## src/rtl/cpu_pkg.sv

```systemverilog
// Shared types and encodings for the CPU controller: FSM states, opcode
// constants, ALU operation and register-write mux encodings.
package cpu_pkg;

  typedef enum logic [2:0] {
    S_WAIT      = 3'd0,
    S_DECODE    = 3'd1,
    S_WRITE_IMM = 3'd2,
    S_GET_A     = 3'd3,
    S_GET_B     = 3'd4,
    S_ALU       = 3'd5,
    S_WRITE_REG = 3'd6
  } state_e;

  localparam logic [2:0] OP_MOV = 3'b110;
  localparam logic [2:0] OP_ALU = 3'b101;

  // op sub-field values for the MOV opcode
  localparam logic [1:0] MOV_REG = 2'b00;
  localparam logic [1:0] MOV_IMM = 2'b10;

  localparam logic [1:0] ALU_ADD  = 2'b00;
  localparam logic [1:0] ALU_SUB  = 2'b01;
  localparam logic [1:0] ALU_AND  = 2'b10;
  localparam logic [1:0] ALU_NOTB = 2'b11;

  localparam logic [1:0] VSEL_C     = 2'b00;
  localparam logic [1:0] VSEL_PC    = 2'b01;
  localparam logic [1:0] VSEL_IMM8  = 2'b10;
  localparam logic [1:0] VSEL_MDATA = 2'b11;

endpackage

```

## src/rtl/instr_dec.sv

```systemverilog
// Combinational field extraction and sign-extension of the instruction register.
module instr_dec #(
  parameter int DATA_W = 16
) (
  input  logic [15:0]       ir,
  output logic [2:0]        opcode,
  output logic [1:0]        op,
  output logic [2:0]        rn,
  output logic [2:0]        rd,
  output logic [1:0]        sh,
  output logic [2:0]        rm,
  output logic [DATA_W-1:0] sximm5,
  output logic [DATA_W-1:0] sximm8
);

  assign opcode = ir[15:13];
  assign op     = ir[12:11];
  assign rn     = ir[10:8];
  assign rd     = ir[7:5];
  assign sh     = ir[4:3];
  assign rm     = ir[2:0];

  assign sximm5 = {{(DATA_W-5){ir[4]}}, ir[4:0]};
  assign sximm8 = {{(DATA_W-8){ir[7]}}, ir[7:0]};

endmodule

```

## src/rtl/cpu_control_fsm.sv

```systemverilog
// Multi-cycle controller: latches one instruction per start pulse and sequences
// the datapath strobes for MOV/ALU instructions. Outputs depend on state and IR only.
module cpu_control_fsm
  import cpu_pkg::*;
#(
  parameter int DATA_W = 16
) (
  input  logic              clk,
  input  logic              reset,
  input  logic              s,
  input  logic [15:0]       in,
  output logic              w,
  output logic              illegal,
  output logic [1:0]        vsel,
  output logic              loada,
  output logic              loadb,
  output logic              loadc,
  output logic              loads,
  output logic              write,
  output logic              asel,
  output logic              bsel,
  output logic [2:0]        readnum,
  output logic [2:0]        writenum,
  output logic [1:0]        shift,
  output logic [1:0]        ALUop,
  output logic [DATA_W-1:0] sximm5,
  output logic [DATA_W-1:0] sximm8
);

  state_e      state_q, state_d;
  logic [15:0] ir_q, ir_d;

  logic [2:0] opcode, rn, rd, rm;
  logic [1:0] op, sh;

  instr_dec #(.DATA_W(DATA_W)) u_dec (
    .ir     (ir_q),
    .opcode (opcode),
    .op     (op),
    .rn     (rn),
    .rd     (rd),
    .sh     (sh),
    .rm     (rm),
    .sximm5 (sximm5),
    .sximm8 (sximm8)
  );

  always_ff @(posedge clk or posedge reset) begin
    if (reset) begin
      state_q <= S_WAIT;
      ir_q    <= '0;
    end else begin
      state_q <= state_d;
      ir_q    <= ir_d;
    end
  end

  always_comb begin
    state_d  = state_q;
    ir_d     = ir_q;
    w        = 1'b0;
    illegal  = 1'b0;
    vsel     = VSEL_C;
    loada    = 1'b0;
    loadb    = 1'b0;
    loadc    = 1'b0;
    loads    = 1'b0;
    write    = 1'b0;
    asel     = 1'b0;
    bsel     = 1'b0;
    readnum  = 3'd0;
    writenum = 3'd0;
    shift    = 2'b00;
    ALUop    = ALU_ADD;

    case (state_q)
      S_WAIT: begin
        w = 1'b1;
        if (s) begin
          ir_d    = in;
          state_d = S_DECODE;
        end
      end
      S_DECODE: begin
        if (opcode == OP_MOV && op == MOV_IMM) begin
          state_d = S_WRITE_IMM;
        end else if (opcode == OP_MOV && op == MOV_REG) begin
          state_d = S_GET_B;
        end else if (opcode == OP_ALU) begin
          // MVN only needs the B operand
          state_d = (op == ALU_NOTB) ? S_GET_B : S_GET_A;
        end else begin
          illegal = 1'b1;
          state_d = S_WAIT;
        end
      end
      S_WRITE_IMM: begin
        writenum = rn;
        vsel     = VSEL_IMM8;
        write    = 1'b1;
        state_d  = S_WAIT;
      end
      S_GET_A: begin
        readnum = rn;
        loada   = 1'b1;
        state_d = S_GET_B;
      end
      S_GET_B: begin
        readnum = rm;
        loadb   = 1'b1;
        state_d = S_ALU;
      end
      S_ALU: begin
        shift = sh;
        // MOV reg passes the shifted B through as 0 + B
        if (opcode == OP_MOV) begin
          asel  = 1'b1;
          ALUop = ALU_ADD;
        end else begin
          ALUop = op;
        end
        if (opcode == OP_ALU && op == ALU_SUB) begin
          loads   = 1'b1;
          state_d = S_WAIT;
        end else begin
          loadc   = 1'b1;
          state_d = S_WRITE_REG;
        end
      end
      S_WRITE_REG: begin
        writenum = rd;
        vsel     = VSEL_C;
        write    = 1'b1;
        state_d  = S_WAIT;
      end
      default: state_d = S_WAIT;
    endcase
  end

endmodule

```

## config.mk

```make
export PLATFORM = sky130hd
export DESIGN_NAME = cpu_control_fsm
export DESIGN_NICKNAME = d
export VERILOG_FILES = /design/src/rtl/cpu_pkg.sv /design/src/rtl/instr_dec.sv /design/src/rtl/cpu_control_fsm.sv
export SDC_FILE = /design/constraint.sdc
export NUM_CORES = 1
export LEC_CHECK = 0
export BUFFER_PORTS_ARGS = -buffer_cell sky130_fd_sc_hd__buf_2
export CORE_ASPECT_RATIO = 1.5
export CORE_MARGIN = 4
export CORE_UTILIZATION = 41
export CTS_BUF_LIST = sky130_fd_sc_hd__clkbuf_8 sky130_fd_sc_hd__clkbuf_16
export CTS_CLUSTER_DIAMETER = 100
export DETAILED_ROUTE_END_ITERATION = 8
export PLACE_DENSITY = 0.85
export SLEW_MARGIN = 10
export SYNTH_ARGS = -nofsm -noshare
export SYNTH_HDL_FRONTEND = slang
export SYNTH_SLANG_ARGS = --single-unit
```

## constraint.sdc

```tcl
create_clock -name clk -period 1.4 [get_ports clk]
set_input_delay 0.21 -clock clk [delete_from_list [all_inputs] [get_ports clk]]
set_output_delay 0.21 -clock clk [all_outputs]
set_load 0.05 [all_outputs]
```

==> summary.md, run 1 <==
Setup path
- 2 — Buf+Inv Stages, Crit Path
- 6 — top fanout value on the critical path
- state_q[1] — Worst Setup SP
- 5 — Reg2Reg Depth
- primary output — sort of element at the end of the critical path
- dfrtp_2 — master of the slowest instance on the critical path
- reg2out — CP Class
- -190 ps — Register-to-Register Setup Slack
- 450 ps — slowest cell delay on critical path
- 1500 ps — arrival time worst endpoint
- flip-flops — delay-heaviest family, CP
- buf_6 — most used cell, CP
- buf_6 > nor3b_4 > a22o_1 > buf_6 — crit-path cells
- state_q[0] — start of the worst register-to-register path
- readnum[0] — capturing instance or port of the critical path
- 4 — Critical Path Stages
- 1190 ps — Critical Path RT
- ir_q[13] — worst r2r dst
- flip-flop — crit start category

Clock tree
- 2 — Max Buffers Root-to-Sink
- 3 — number of buffers created by CTS
- 260 ps — clock insertion delay at the later pin of the skew report
- 19 — clk sink count
- done — clock tree from TritonCTS
- clkbuf_8 — cell at the root of the clock tree
- 1 — number of H-tree levels
- 80 ps — clock slew at reported path FFs

Global route
- 20 — largest net degree at the start of global routing
- 0 — overflow left after global routing
- 0 — number of antenna violations at the first check in global routing
- 0.182 — total routing usage reported by global routing
- 6290 um — wire length of the first global-routing pass
- 1,247 — number of global-route vias before repair

STA
- 0 — number of hold-slack violations in the final timing report
- 1.22 — post-route fraction of the period consumed by the critical path
- 0 — max-slew violation total from the final report
- 585 MHz — Max Freq
- 179 ps — hold slack
- true — unrepaired setup endpoints after global routing
- 10.2 ps — Layout Skew
- 1710 ps — Final Critical Period
- -310 ps — post-route setup slack
- 36 — Setup Viol. Count Final

Placement
- 2620 um — post-detail-place hpwl
- 0.742 — RePlAce Congestion
- 226 — number of placed instances, taps included
- 69 — PortBufs
- -140 ps — worst slack at placement

Yosys
- dfrtp_1 — largest area contributor in the netlist
- 137 — Mapped Cells
- 0 — number of enable-type register cells in the synthesized netlist
- dfrtp_1 — predominant post-synthesis flop cell
- 0 — Yosys warning total
- 0.347 — top-area cell type share of the netlist area
- 19 — #FFs+latches synth
- 1.00 — proportion of register bits with asynchronous set or reset after synthesis
- 0.347 — post-synthesis sequential area ratio
- 10.0 um2 — Avg Synthesized Cell Area
- 1370 um2 — netlist area before placement
- 35 x buf_4, 19 x dfrtp_1, 10 x nor2_1, 8 x mux2_4, 6 x mux2_2 — top cells by instance count after synthesis
- buf_4 — most numerous cell in the Yosys netlist
- 36 — synth unique cells
- dfrtp_1 35%, buf_4 19%, mux2_4 8.8%, mux2_2 4.9%, nor2_1 2.7% — leading post-synthesis cells by cell area

Drt
- 1,221 — count of vias placed by the detailed router
- 4340 um — final WL
- 18.0 um — Avg WL per Cell
- 4 — Detailed Routing Iterations Pass 1
- 5.07 — ratio of routed vias to standard cells
- 0 — final antenna-violating net count
- 33 — drt first-iter violations
- 0 — DRC violation count after routing

Status
- setup timing — failing checks
- complete, but fails checks — status

Finish
- 241 — final cell count without fillers
- 61.8% — layout overhead on the synthesized area
- 812 um2 — area taken by multi-input logic gates
- 0 — number of antenna repair diodes
- 0.776 — share of final-layout standard cells stronger than drive strength 1
- 224 — count of fill cells added during filler insertion
- 483 um2 — combined flip-flop and latch cell area
- 221 — Final #Nets

Min path
- in2reg — type of the worst min-delay path
- in[1] — startpoint of the lowest-slack hold path

Floorplan
- 4350 um2 — die footprint
- 55.2 um — Die W
- 25 — placement row count
- 3190 um2 — Placeable Area
- 78.8 um — height of the die
- 0.430 — Initial Utilization
- 72 — I/O pin total

Job
- 0 — number of max-capacitance violations reported

layer usage:
layer	GRT usage	wire, um
met5	0	0
met4	0.0560	79
met3	0.0260	206
met2	0.379	2600
met1	0.177	1460
layout make-up:
type,count,area share
Tap cell,40,0.0226
Clock inverter,1,0.00169
Multi-Input combinational cell,72,0.366
Inverter,4,0.00677
Clock buffer,3,0.0186
Timing Repair Buffer,102,0.367
Sequential cell,19,0.218
logic make-up (layout without fill, tap and decap cells):
family                 after synthesis  after routing  synth area share
muxes                               17             17             0.159
AOI/OAI and AO/OA                   15             15            0.0730
DFF                                 19             19             0.347
other                                1              2           0.00273
and+or+nand+nor                     38             38             0.167
buffers and inverters               47            110             0.252
cell usage in the layout, fill, tap and decap left out, drive strengths merged, types with 5 or more instances in the layout:
cell,n
buf,101
dfrtp,19
inv,5
mux2,14
nand2,5
nor2,10
o21ai,5
timing repair:
| item | 4_1_cts | 5_1_grt |
|---|---|---|
| setup endpoints to repair | 33 | 46 |
| cloned | 0 | 0 |
| resized for setup | 59 | 38 |
| setup buffers | 8 | 4 |
| hold endpoints to repair | 19 | 0 |
| pin swaps | 6 | 11 |
| hold buffers | 1 | 0 |
flip-flops by register name, summed over array words and instances, names as in the netlist:
name / count
ir_q: 16
state_q: 3
metrics by stage:
stage	utilization	TNS, ps	instance area, um2
final	0.695	-6220	2220
after global routing	0.695	-7780	2220
after CTS	0.651	-5980	2080
after detailed placement	0.549	-2270	1750
after global placement	0.549	-1640	1750
after floorplan	-	-9580	1530
worst min-delay path by stage:
stage | endpoint | slack, ps | cells after the start
global placement | ir_q[9] | 240 | 3
floorplan | ir_q[0] | 160 | 1
finish | ir_q[1] | 180 | 2
CTS | ir_q[2] | 180 | 2
global route | ir_q[1] | 180 | 2
detailed placement | ir_q[7] | 240 | 3
Power of run 1 is left out: the tool's default activity adds up to more than one toggle a clock period on the data nets, which glitch-free logic cannot reach.
==> run 2, diff against run 1 <==
--- a/config.mk
+++ b/config.mk
@@ -8,7 +8,7 @@
 export BUFFER_PORTS_ARGS = -buffer_cell sky130_fd_sc_hd__buf_2
 export CORE_ASPECT_RATIO = 1.5
 export CORE_MARGIN = 4
-export CORE_UTILIZATION = 41
+export CORE_UTILIZATION = 42
 export CTS_BUF_LIST = sky130_fd_sc_hd__clkbuf_8 sky130_fd_sc_hd__clkbuf_16
 export CTS_CLUSTER_DIAMETER = 100
 export DETAILED_ROUTE_END_ITERATION = 8
@@ -16,4 +16,5 @@
 export SLEW_MARGIN = 10
 export SYNTH_ARGS = -nofsm -noshare
 export SYNTH_HDL_FRONTEND = slang
+export SYNTH_HIERARCHICAL = 1
 export SYNTH_SLANG_ARGS = --single-unit
==> summary.md, run 2 <==
Min path
- in2reg — type of the worst min-delay path
- ir_q[0] — Hold Crit Endpoint
- 2 — worst hold stages
- in[0] — startpoint of the lowest-slack hold path

Setup path
- 4 — top fanout value on the critical path
- 1480 ps — arrival time worst endpoint
- 1190 ps — Critical Path RT
- dfrtp_1 — master of the slowest instance on the critical path
- 7 — Reg2Reg Depth
- primary output — sort of element at the end of the critical path
- ir_q[11] — worst r2r dst
- state_q[1] — start of the worst register-to-register path
- -240 ps — Register-to-Register Setup Slack
- flip-flop — crit start category
- buf_6 > nor3b_4 > buf_4 > a22o_4 > buf_8 — crit-path cells
- reg2out — CP Class
- 410 ps — slowest cell delay on critical path

Clock tree
- 19 — clk sink count
- 70 ps — clock slew at reported path FFs
- done — clock tree from TritonCTS
- 1 — number of H-tree levels
- 260 ps — clock insertion delay at the later pin of the skew report
- 3 — number of buffers created by CTS
- 2 — Max Buffers Root-to-Sink
- clkbuf_8 — cell at the root of the clock tree

STA
- 0 — number of hold-slack violations in the final timing report
- 1.21 — post-route fraction of the period consumed by the critical path
- 3.39 ps — Layout Skew
- 592 MHz — Max Freq
- 1690 ps — Final Critical Period
- true — unrepaired setup endpoints after global routing
- 0 — max-slew violation total from the final report
- 36 — Setup Viol. Count Final
- -289 ps — post-route setup slack
- 180 ps — hold slack

Global route
- 0 — overflow left after global routing
- 0.155 — total routing usage reported by global routing
- 20 — largest net degree at the start of global routing
- 0 — number of antenna violations at the first check in global routing
- 1,160 — number of global-route vias before repair
- 5520 um — wire length of the first global-routing pass

Floorplan
- 26 — placement row count
- 80.9 um — height of the die
- 0.436 — Initial Utilization
- 4580 um2 — die footprint
- 72 — I/O pin total
- 3420 um2 — Placeable Area
- 56.6 um — Die W

Placement
- -96.0 ps — worst slack at placement
- 222 — number of placed instances, taps included
- 0.736 — RePlAce Congestion
- 69 — PortBufs
- 2420 um — post-detail-place hpwl

Finish
- 45.4% — layout overhead on the synthesized area
- 50 x buf_2, 19 x buf_4, 15 x mux2_4, 15 x dfrtp_1, 15 x buf_6 — highest-count cells in the layout ignoring fill and taps
- 0 — number of antenna repair diodes
- 16 — flip-flop count of the largest register after layout
- 0.765 — share of final-layout standard cells stronger than drive strength 1
- buf_2 — most frequent standard cell in the layout excluding fill and tap cells
- ir_q (16), state_q (3) — Regs by FF count
- ir_q — register with the most flip-flops
- 216 — Final #Nets
- 238 — final cell count without fillers

Yosys
- dfrtp_1 32%, buf_4 26%, mux2_4 10%, mux2_2 4.5%, nor2_1 2.5% — leading post-synthesis cells by cell area
- 1.00 — proportion of register bits with asynchronous set or reset after synthesis
- 148 — Mapped Cells
- 0 — number of enable-type register cells in the synthesized netlist
- 10.1 um2 — Avg Synthesized Cell Area
- dfrtp_1 — predominant post-synthesis flop cell
- 1490 um2 — netlist area before placement
- buf_4 — most numerous cell in the Yosys netlist
- 32 — synth unique cells
- 19 — #FFs+latches synth
- 0.319 — top-area cell type share of the netlist area
- 6 — Yosys warning total
- dfrtp_1 — largest area contributor in the netlist
- 0.319 — post-synthesis sequential area ratio
- 52 x buf_4, 19 x dfrtp_1, 10 x mux2_4, 10 x nor2_1, 6 x mux2_2 — top cells by instance count after synthesis

Drt
- 0 — DRC violation count after routing
- 15 — drt first-iter violations
- 3470 um — final WL
- 0 — final antenna-violating net count
- 4.68 — ratio of routed vias to standard cells
- 4 — Detailed Routing Iterations Pass 1
- 14.6 um — Avg WL per Cell
- 1,114 — count of vias placed by the detailed router

Status
- complete, but fails checks — status
- setup timing — failing checks

Job
- 0 — number of max-capacitance violations reported

[run 2: critical path: cells and delay by family (launching register included)]
kind | cells | cell delay (ps)
AND/OR/NAND/NOR | 1 | 270
flip-flops | 1 | 410
buffers and inverters | 3 | 440
AO/OA/AOI/OAI | 1 | 110
[run 2: final cells by class]
class                           count  area, um2
Timing Repair Buffer               99        802
Clock inverter                      1       3.75
Fill cell                         259       1250
Tap cell                           42       52.6
Sequential cell                    19        480
Inverter                            4       15.0
Multi-Input combinational cell     70        769
Clock buffer                        3       41.3
[run 2: routing by layer]
metal	wire length [um]	global-route usage	share of wire	up-vias
li1	-	-	-	537
met3	207	0.0302	0.060	5
met1	1200	0.164	0.34	534
met4	67	0.0784	0.019	0
met5	0	0	0	-
met2	2000	0.287	0.58	38
[run 2: worst max path at each step]
stage / depth (start not counted) / start / slack (ps) / to
after global placement: 4 / state_q[1] / -70 / readnum[0]
after CTS: 4 / state_q[1] / -260 / readnum[0]
after detailed placement: 4 / state_q[0] / -100 / ir_q[1]
final: 5 / state_q[1] / -290 / readnum[2]
after floorplan: 6 / state_q[0] / -480 / ir_q[0]
after global routing: 5 / state_q[1] / -350 / readnum[2]
[run 2: cells by family after synthesis]
kind of cell,after synthesis,share of synthesized area
other,1,0.00252
AOI/OAI and AO/OA,13,0.0614
buffers and inverters,60,0.307
and+or+nand+nor,36,0.144
muxes,19,0.166
DFF,19,0.319
[run 2: per-stage QoR]
step	utilization	setup TNS, ps	cell area, um2
5_1_grt	0.634	-8570	2160
3_5_place_dp	0.507	-1900	1730
4_1_cts	0.616	-6040	2110
6_report	0.634	-6280	2160
3_3_place_gp	0.507	-985	1730
2_1_floorplan	-	-9230	1620
[run 2: timing repair]
item | CTS | global route
hold endpoints to repair | 19 | 0
buffers inserted | 7 | 5
pin swaps | 7 | 8
setup endpoints to repair | 34 | 46
hold buffers | 1 | 0
resized for setup | 62 | 19
cloned | 1 | 0
Power of run 2 is left out for the same reason.
==> run 3, diff against run 2 <==
==> constraint.sdc (replaced) <==
create_clock -name clk -period 1.5 [get_ports clk]
set_input_delay 0.225 -clock clk [delete_from_list [all_inputs] [get_ports clk]]
set_output_delay 0.225 -clock clk [all_outputs]
set_load 0.05 [all_outputs]
==> summary.md, run 3 (same netlist as run 2, synthesis figures left out) <==
Finish
- 209 — Final #Nets
- 0.582 — core occupancy in the finished layout
- buf_2 — most frequent standard cell in the layout excluding fill and tap cells
- 16 — flip-flop count of the largest register after layout
- 0 — number of antenna repair diodes
- 33.6% — layout overhead on the synthesized area
- ir_q — register with the most flip-flops
- 294 — count of fill cells added during filler insertion
- 50 x buf_2, 17 x dfrtp_1, 17 x buf_6 — highest-count cells in the layout ignoring fill and taps
- ir_q (16), state_q (3) — Regs by FF count
- 0.720 — share of final-layout standard cells stronger than drive strength 1

STA
- 33 — Setup Viol. Count Final
- true — unrepaired setup endpoints after global routing
- 1.15 — post-route fraction of the period consumed by the critical path
- 1730 ps — Final Critical Period
- 0 — number of hold-slack violations in the final timing report
- -232 ps — post-route setup slack
- 0.524 — Relative slew margins
- 713 ps — actual slew at the worst max-slew pin
- 577 MHz — Max Freq
- 0 — max-slew violation total from the final report
- 3.38 ps — Layout Skew

Floorplan
- 80.9 um — height of the die
- 4580 um2 — die footprint
- 56.6 um — Die W
- 3420 um2 — Placeable Area
- 72 — I/O pin total
- 26 — placement row count
- 0.436 — Initial Utilization

Setup path
- 6 — Reg2Reg Depth
- flip-flop — crit start category
- 2 — Buf+Inv Stages, Crit Path
- primary output — sort of element at the end of the critical path
- state_q[0] — Worst Setup SP
- 1510 ps — arrival time worst endpoint
- -60 ps — Register-to-Register Setup Slack
- 1270 ps — Critical Path RT
- ir_q[1] — worst r2r dst
- buf_6 > nor3b_4 > a22o_1 > buf_6 — crit-path cells
- readnum[0] — capturing instance or port of the critical path
- reg2out — CP Class
- 4 — top fanout value on the critical path
- flip-flops — delay-heaviest family, CP
- dfrtp_1 — master of the slowest instance on the critical path
- 4 — Critical Path Stages
- 410 ps — slowest cell delay on critical path
- buf_6 — most used cell, CP
- state_q[1] — start of the worst register-to-register path

Global route
- 0 — number of antenna violations at the first check in global routing
- 20 — largest net degree at the start of global routing
- 1,103 — number of global-route vias before repair
- 5180 um — wire length of the first global-routing pass
- 0.146 — total routing usage reported by global routing
- 0 — overflow left after global routing

Drt
- 4.79 — ratio of routed vias to standard cells
- 15.1 um — Avg WL per Cell
- 8 — drt first-iter violations
- 3500 um — final WL
- 0 — DRC violation count after routing
- 0 — final antenna-violating net count
- 4 — Detailed Routing Iterations Pass 1
- 1,106 — count of vias placed by the detailed router

Status
- complete, but fails checks — status
- setup timing — failing checks

Placement
- 0.739 — RePlAce Congestion
- 2460 um — post-detail-place hpwl
- 69 — PortBufs

Job
- 0 — number of max-capacitance violations reported

Clock tree
- 3 — number of buffers created by CTS
- done — clock tree from TritonCTS
- 2 — Max Buffers Root-to-Sink
- 0 — number of buffers inserted by hold repair at cts
- 260 ps — clock insertion delay at the later pin of the skew report
- clkbuf_8 — cell at the root of the clock tree
- 70 ps — clock slew at reported path FFs
- 1 — number of H-tree levels
- 19 — clk sink count

Min path
- in2async — type of the worst min-delay path

==> run 3: cell types whose count changed in the layout (fill, tap and decap cells not counted), moves of 3 or more <==
cell | before | now
nor2_4 | 8 | 3
nor2_2 | 1 | 5
buf_4 | 19 | 16
buf_8 | 10 | 7
mux2i_4 | 3 | 0
==> run 3: worst min path at each step <==
stage | endpoint | from
floorplan | ir_q[0] | reset
detailed placement | ir_q[12] | reset
global placement | ir_q[12] | reset
CTS | ir_q[3] | reset
global route | ir_q[12] | reset
finish | ir_q[12] | reset
==> run 3: cell type report <==
type                       instances  area [um2]  share of cell area
multi-input combinational         70         691               0.347
clock inverter                     1        5.00             0.00252
tap                               42        52.6              0.0264
timing repair buffer              92         707               0.355
inverter                           4        15.0             0.00755
sequential                        19         478               0.240
clock buffer                       3        41.3              0.0208
==> run 3: repair_timing <==
action	in CTS	in global routing
setup endpoints to repair	35	35
setup buffers	4	5
pin swaps	5	5
gates resized for setup	42	21
==> run 3: layer usage <==
layer  GRT usage  vias to the layer above  part of all wire
met2       0.277                       45              0.56
met5           0                        -                 0
met4      0.0831                        0             0.023
met1       0.157                      532              0.36
li1            -                      522                 -
met3     0.00954                        7             0.058
==> run 3: stage by stage <==
step	setup slack, ps	cells	setup TNS [ps]	hold WS (ps)	cell area (um2)
2_1_floorplan	-380	149	-6510	176	1590
3_3_place_gp	-20.5	218	-24.8	352	1650
3_5_place_dp	-50.9	218	-314	375	1650
4_1_cts	-188	226	-1980	97.8	1880
5_1_grt	-275	231	-5050	127	1990
6_report	-232	231	-3090	72.0	1990
Power of run 3 is left out for the same reason.
